File: src/rtl/key_pkg.sv
// Shared types and constants for the key debouncer.
// Release-flag port is controlled by KEY_DEBOUNCE_RELEASE_FLAG_EN.
package key_pkg;

  typedef enum logic [1:0] {
    REL       = 2'd0,
    DEB_PRESS = 2'd1,
    PRS       = 2'd2,
    DEB_REL   = 2'd3
  } key_state_e;

  localparam int DEBOUNCE_20MS_50MHZ = 1_000_000;

  // Counter width; keeps at least one bit for CNT_MAX of 1.
  function automatic int cnt_w(input int n);
    return (n < 2) ? 1 : $clog2(n);
  endfunction

endpackage

File: src/rtl/sync_2ff.sv
// Two-flop synchronizer for one asynchronous bit.
// Reset value is a parameter so it can match the idle level.
module sync_2ff #(
  parameter logic RST_VAL = 1'b0
) (
  input  logic i_clk,
  input  logic i_rst_n,
  input  logic i_d,
  output logic o_q
);

  logic r_s1;
  logic r_s2;

  always_ff @(posedge i_clk or negedge i_rst_n) begin
    if (!i_rst_n) begin
      r_s1 <= RST_VAL;
      r_s2 <= RST_VAL;
    end else begin
      r_s1 <= i_d;
      r_s2 <= r_s1;
    end
  end

  assign o_q = r_s2;

endmodule

File: src/rtl/key_debounce.sv
// Key debouncer: 2-flop sync, 4-state FSM, press/release pulses.
// KEY_DEBOUNCE_RELEASE_FLAG_EN adds the key_rel_flag output.
module key_debounce
  import key_pkg::*;
#(
  parameter int   CNT_MAX    = DEBOUNCE_20MS_50MHZ,
  parameter logic IDLE_LEVEL = 1'b1
) (
  input  logic sys_clk,
  input  logic sys_rst_n,
  input  logic key_in,
  output logic key_out,
  output logic key_flag
`ifdef KEY_DEBOUNCE_RELEASE_FLAG_EN
  ,
  output logic key_rel_flag
`endif
);

  localparam int CW = cnt_w(CNT_MAX);
  // The cycle that leaves a stable state is the first counted one.
  localparam logic [CW-1:0] ACC =
    CW'((CNT_MAX >= 2) ? CNT_MAX - 2 : 0);

  logic       w_key_s;
  logic       w_prs;
  logic       w_busy;
  logic       w_direct;

  key_state_e r_state;
  key_state_e w_state_nxt;
  logic [CW-1:0] r_cnt;
  logic [CW-1:0] w_cnt_nxt;
  logic       r_key_out;
  logic       w_key_out_nxt;
  logic       r_flag;
  logic       w_flag_nxt;
  logic       r_rel;
  logic       w_rel_nxt;

  sync_2ff #(
    .RST_VAL (IDLE_LEVEL)
  ) u_sync (
    .i_clk   (sys_clk),
    .i_rst_n (sys_rst_n),
    .i_d     (key_in),
    .o_q     (w_key_s)
  );

  assign w_prs    = (w_key_s != IDLE_LEVEL);
  // Never let two pulses land on adjacent cycles.
  assign w_busy   = r_flag | r_rel;
  assign w_direct = (CNT_MAX == 1) && !w_busy;

  always_comb begin
    w_state_nxt   = r_state;
    w_cnt_nxt     = '0;
    w_key_out_nxt = r_key_out;
    w_flag_nxt    = 1'b0;
    w_rel_nxt     = 1'b0;
    unique case (r_state)
      REL: begin
        if (w_prs) begin
          if (w_direct) begin
            w_state_nxt   = PRS;
            w_key_out_nxt = ~IDLE_LEVEL;
            w_flag_nxt    = 1'b1;
          end else begin
            w_state_nxt = DEB_PRESS;
          end
        end
      end
      DEB_PRESS: begin
        if (!w_prs) begin
          w_state_nxt = REL;
        end else if (r_cnt == ACC) begin
          w_state_nxt   = PRS;
          w_key_out_nxt = ~IDLE_LEVEL;
          w_flag_nxt    = 1'b1;
        end else begin
          w_cnt_nxt = r_cnt + 1'b1;
        end
      end
      PRS: begin
        if (!w_prs) begin
          if (w_direct) begin
            w_state_nxt   = REL;
            w_key_out_nxt = IDLE_LEVEL;
            w_rel_nxt     = 1'b1;
          end else begin
            w_state_nxt = DEB_REL;
          end
        end
      end
      DEB_REL: begin
        if (w_prs) begin
          w_state_nxt = PRS;
        end else if (r_cnt == ACC) begin
          w_state_nxt   = REL;
          w_key_out_nxt = IDLE_LEVEL;
          w_rel_nxt     = 1'b1;
        end else begin
          w_cnt_nxt = r_cnt + 1'b1;
        end
      end
      default: w_state_nxt = REL;
    endcase
  end

  always_ff @(posedge sys_clk or negedge sys_rst_n) begin
    if (!sys_rst_n) begin
      r_state   <= REL;
      r_cnt     <= '0;
      r_key_out <= IDLE_LEVEL;
      r_flag    <= 1'b0;
      r_rel     <= 1'b0;
    end else begin
      r_state   <= w_state_nxt;
      r_cnt     <= w_cnt_nxt;
      r_key_out <= w_key_out_nxt;
      r_flag    <= w_flag_nxt;
      r_rel     <= w_rel_nxt;
    end
  end

  assign key_out  = r_key_out;
  assign key_flag = r_flag;
`ifdef KEY_DEBOUNCE_RELEASE_FLAG_EN
  assign key_rel_flag = r_rel;
`endif

endmodule

File: config.mk
export PLATFORM = sky130hd
export DESIGN_NAME = key_debounce
export DESIGN_NICKNAME = d
export VERILOG_FILES = /design/src/rtl/key_pkg.sv /design/src/rtl/sync_2ff.sv /design/src/rtl/key_debounce.sv
export SDC_FILE = /design/constraint.sdc
export NUM_CORES = 1
export LEC_CHECK = 0
export CAP_MARGIN = 10
export CORE_MARGIN = 1.5
export CORE_UTILIZATION = 52
export DETAILED_ROUTE_END_ITERATION = 6
export PLACE_DENSITY_LB_ADDON = 0.25
export SLEW_MARGIN = 20
export SYNTH_ARGS = -nofsm -noshare
export SYNTH_HDL_FRONTEND = slang
export SYNTH_SLANG_ARGS = --single-unit
File: constraint.sdc
create_clock -name sys_clk -period 1.9 [get_ports sys_clk]
set_input_delay 0.38 -clock sys_clk [delete_from_list [all_inputs] [get_ports sys_clk]]
set_output_delay 0.38 -clock sys_clk [all_outputs]
set_load 0.02 [all_outputs]
[Yosys cells after proc, flatten, opt, wreduce, memory -nomap -nowiden]
Cells that the tools add are included.
Word-level totals
  output and inout bits: 2
  input bits: 3
  register bits after elaboration: 26
  logic and storage cells: 43
Operators by class
  reductions and logical operators: 4
  eq/ne operators: 12
  add/subtract/negate cells: 1
  bitwise logic cells: 1
  multiplexer cells: 19
Operators by type and width (count)
  $mux 20: 3
  $pmux 20 s2: 1
  $add 20x1->20 const B: 1
  $eq 20x20->1 const B: 1
  $mux 2: 6
  $ne 2x2->1 const B: 4
  $pmux 2 s4: 1
  $mux 1: 7
  $reduce_and 5->1: 1
  $eq 2x2->1 const B: 2
  $ne 2x1->1 const B: 2
  $reduce_and 4->1: 1
  $ne 3x2->1 const B: 1
  $ne 3x3->1 const B: 1
  $eq 2x1->1 const B: 1
  $logic_not 2->1: 1
  $pmux 1 s2: 1
  $reduce_or 2->1: 1
  $not 1->1: 1

[Depth between registers and ports, before layout]
  depth in word-level cells: 4
  gate-level depth with buffers: 7
  gate-level depth less buffers: 6

[Modules after synthesis]
From an unflattened synthesis, not the netlist that was laid out.
Second synthesis, totals
  cells, all modules: 125
  area total of the unflattened synthesis: 1260.0 µm²
Modules (own cells, without submodules)
  key_debounce: cells an instance 123, area each 1207.4 µm², sequential area each 601.8 µm², instances 1
  sync_2ff: cells an instance 2, area each 52.6 µm², sequential area each 52.6 µm², instances 1

[Worst setup path before layout]
OpenSTA, ideal clock, no wires.
  path type: reg2reg
  start point: reg r_cnt[7]
  end point: reg r_state[0]
  arrival time: 1.925 ns
  cell stages (with the launch flop): 5
  buffers on the path: 0
  setup slack: -0.145 ns
  data required time: 1.780 ns
  clock period less this slack: 2.045 ns
  setup time: 0.120 ns
  cells stage by stage: dfrtp_1 > or4b_1 > or4_4 > or3_4 > and2_2
Between the ends
  cells in the longest elaborated chain, start to end: 3
  elaborated cells on any way between the ends: 4
  those cells by class: 3 x eq/ne; 1 x reduce/logical
Ends and longest elaborated chain
  start, declared: RTL line key_debounce.sv:32  | logic [CW-1:0] r_cnt;
  start signal, assigned: RTL line key_debounce.sv:119  | r_cnt <= w_cnt_nxt;
  $eq 20x20->1 (*): RTL line key_debounce.sv:76, key_debounce.sv:98
  $ne 3x2->1 (no source line) / $ne 3x3->1 (equally long branches)
  $reduce_and 4->1 (no source line) (*)
  end signal, assigned: RTL line key_debounce.sv:118  | r_state <= w_state_nxt;
  end, declared: RTL line key_debounce.sv:30  | key_state_e r_state;
Mark *: on every way between the ends. The rest lies on a longest branch, timed or not.
A chain may end at the register's enable or synchronous reset.

[Final worst setup path]
Same ends and word-level chain as after synthesis.

==> run summary <==
================================================================================
Outcome                                                             complete, but fails checks
Violated checks                                                     negative setup slack
Relative slew margins                                                      78.2%
Routability-driven placement congestion ratio                              0.866
Setup repair after global routing missed its margin                         true
Power Density                                                        555 nW/um^2
Overall overflow remaining after global route                                  0
Avg WL per Cell                                                     14.8 microns
H-tree levels                                                                  1
Vias/cell                                                                   5.66
Die height                                                          51.9 microns
Minimum clock period                                                     2000 ps
TritonCTS clock tree                                                        done
Detailed-route wire length                                               2.55 mm
Pin count of the biggest net entering global routing                          27
FMAX                                                                     500 MHz
Number of diodes                                                               0
Mapped Nets                                                                  129
Count of buffers from port buffering                                           4
Maxcap violations                                                              0
Finish-stage setup viols                                                      24
Count of placed standard cells including taps                                167
Final hold vios                                                                0
Cts bufs inserted                                                              3
# rows                                                                        17
Capturing element type of the critical path                                 flop
Biggest fanout along the worst timing path                                     3
Layout Utilization                                                         68.1%
Count of distinct cell types in the synthesized netlist                       29
Final clock period utilization by the worst path                            105%
Critical Path RT                                                         2120 ps
Number of antenna violations at the first check in global routing              0
Highest ir drop seen on vdd                                               372 uV
R2r setup slk                                                            -100 ps
Static Leak                                                          0.000605 uW
Overall fraction of global-route tracks in use                             21.3%
Critical path launch point type                                             flop
Max Slew Vio Count                                                             0
Non-filler instance count after layout                                       172
Yosys synthesis warning count                                                  0
Clock Pin Slew Worst Setup and Hold Paths                                 130 ps
Setup Skew                                                               8.08 ps
Critical path class                                                 flop to flop
Number of fill cells in the layout                                           174
Hold buffer count at cts                                                       0
Fraction of final layout cells with drive strength greater than 1          27.1%
Detailed-router iteration count before antenna repair                          4
Number of placed I/O pins                                                      5
Synth Area per Inst                                                   10.0 sq um
Post-place instance area                                              1440 sq um
Clock tree root buffer cell                                         sky130_fd_sc_hd__clkbuf_4
Post-synthesis instance area                                          1240 sq um
Vias in the first global route                                               974
Clock net sink count                                                          26
HPWL after detailed placement                                            1.77 mm
Post-route setup TNS                                                    -1690 ps
Flops & latches, synth                                                        26
Clock network latency to the later pin of the worst-skew pair             320 ps
Setup slack after layout                                                 -101 ps
Die width                                                           51.9 microns
Die Area                                                              2700 sq um
CP Data Arrival Time                                                     2220 ps
Wire length of the first global-routing pass                             4.22 mm
Net count reported at finish                                                 150
Min-delay worst type                                                flop to flop
Core box area                                                         2230 sq um
Number of vias in the routed layout                                          973
Gate count after technology mapping                                          124
Post-synthesis sequential area ratio                                       52.6%
Layout-stage area growth over the synthesis result                         22.2%
DR DRC count                                                                   0
Worst slew pin tran                                                       327 ps
Effective utilization at floorplan                                         55.7%
DRT iter0 DRCs                                                                25
Cell area after layout                                                1520 sq um
ANT nets after route                                                           0
Buffers from clock root to sink, at most                                       2
================================================================================
[layout make-up]
cell class                      count  area [sq um]  share of cell area (%)
Timing Repair Buffer               20           163                    10.7
Sequential cell                    26           654                    43.0
Clock buffer                        4          26.3                    1.73
Inverter                            8          30.0                    1.97
Tap cell                           28          35.0                    2.30
Multi-Input combinational cell     86           613                    40.3
[cell usage after synthesis, drive strengths merged]
library cell  count  area share (%)
o21ai             4             1.6
dfrtp            23              46
or4b              1            0.80
nor2             16             4.8
nand4             4             2.0
nor3              4             1.6
o211ai            1            0.60
inv               8             2.4
xor2              2             1.4
and3              2             1.0
nand2             4             1.2
mux2i             1            0.80
or3               5             2.9
ha                2             2.0
and2              1            0.60
a2bb2oi           1            0.70
nor4              1            0.50
a21oi             7             2.8
o31ai             3             1.8
or4               8             5.1
nand4b            1            0.70
clkbuf            2            0.60
o41ai             1            0.70
dfstp             3             6.3
xnor2            10             7.0
nand3             7             2.8
buf               2            0.80
[worst paths after layout]
check / startpoint / cells past startpoint / endpoint
worst max-delay path: r_cnt[7]$_DFF_PN0_ / 4 / r_state[0]$_DFFE_PN0P_
worst min-delay path: u_sync.r_s1$_DFF_PN1_ / 0 / u_sync.o_q$_DFF_PN1_
worst max register to register: r_cnt[7]$_DFF_PN0_ / 4 / r_state[0]$_DFFE_PN0P_
worst min register to register: u_sync.r_s1$_DFF_PN1_ / 0 / u_sync.o_q$_DFF_PN1_
max in group asynchronous: sys_rst_n / 2 / u_sync.r_s1$_DFF_PN1_
min in group asynchronous: sys_rst_n / 2 / r_cnt[3]$_DFF_PN0_
[cells in the final DEF, fill, tap and decap left out, drive strengths merged, types with 2 or more instances in the layout]
master and n:
xnor2 10, a21oi 7, nand4 4, dfrtp 23
or3 5, nand2 4, xor2 2, o31ai 3
o21ai 4, ha 2, nand3 7, inv 8
buf 16, or4 8, clkbuf 4, and3 2
nor3 4, nor2 16, clkdlybuf4s50 3, dfstp 3
[per-stage QoR]
stage / total power, uW / setup WS, ps / hold WS (ps)
4_1_cts: 849 / -82.6 / 374
3_5_place_dp: 612 / -85.9 / 356
5_1_grt: 887 / -185 / 376
6_report: 845 / -101 / 376
2_1_floorplan: 590 / -106 / 84.4
3_3_place_gp: 610 / -41.6 / 356
[logic make-up (layout without fill, tap and decap cells)]
logic type / Yosys count / in the layout / share of synthesized area, %
AO/OA/AOI/OAI: 17 / 17 / 8.24
buffers and inverters: 12 / 32 / 3.82
AND/OR/NAND/NOR: 54 / 54 / 24.1
XOR/XNOR: 12 / 12 / 8.44
flip-flops: 26 / 26 / 52.6
multiplexers: 1 / 1 / 0.804
adder cells (fa/ha/maj): 2 / 2 / 2.01
[sequential cells by signal (all words and copies together) (netlist names), named ones only]
| signal | cells |
|---|---|
| key_flag | 1 |
| key_out | 1 |
| r_cnt | 20 |
| r_state | 1 |
| u_sync.o_q | 1 |
| u_sync.r_s1 | 1 |
[layer usage]
metal  track usage [%]  part of all wire, %
met1              26.2                   46
met5                 0                    0
met2              37.1                   52
met3              3.16                  1.1
met4              8.33                 0.94
[critical path, stage by stage, from the launching register on]
cell,delay [ps]
sky130_fd_sc_hd__dfrtp_1,400
sky130_fd_sc_hd__or4b_1,510
sky130_fd_sc_hd__or4_4,430
sky130_fd_sc_hd__or3_4,400
sky130_fd_sc_hd__and2_4,170
[report_power, final]
| part | leakage [uW] | internal, uW | total, uW | switching (uW) |
|---|---|---|---|---|
| clock | 0.0000150 | 82.1 | 239 | 157 |
| combinational | 0.000241 | 14.4 | 40.2 | 25.9 |
| sequential | 0.000349 | 561 | 566 | 5.13 |
| total | 0.000605 | 657 | 845 | 188 |
[what timing repair did]
action | in CTS | in global routing
buffers inserted | 0 | 1
endpoints found under the setup margin | 24 | 25
pin swaps | 3 | 1
gates resized for setup | 7 | 3
cloned | 0 | 0
(Power assumes the default switching activity.)
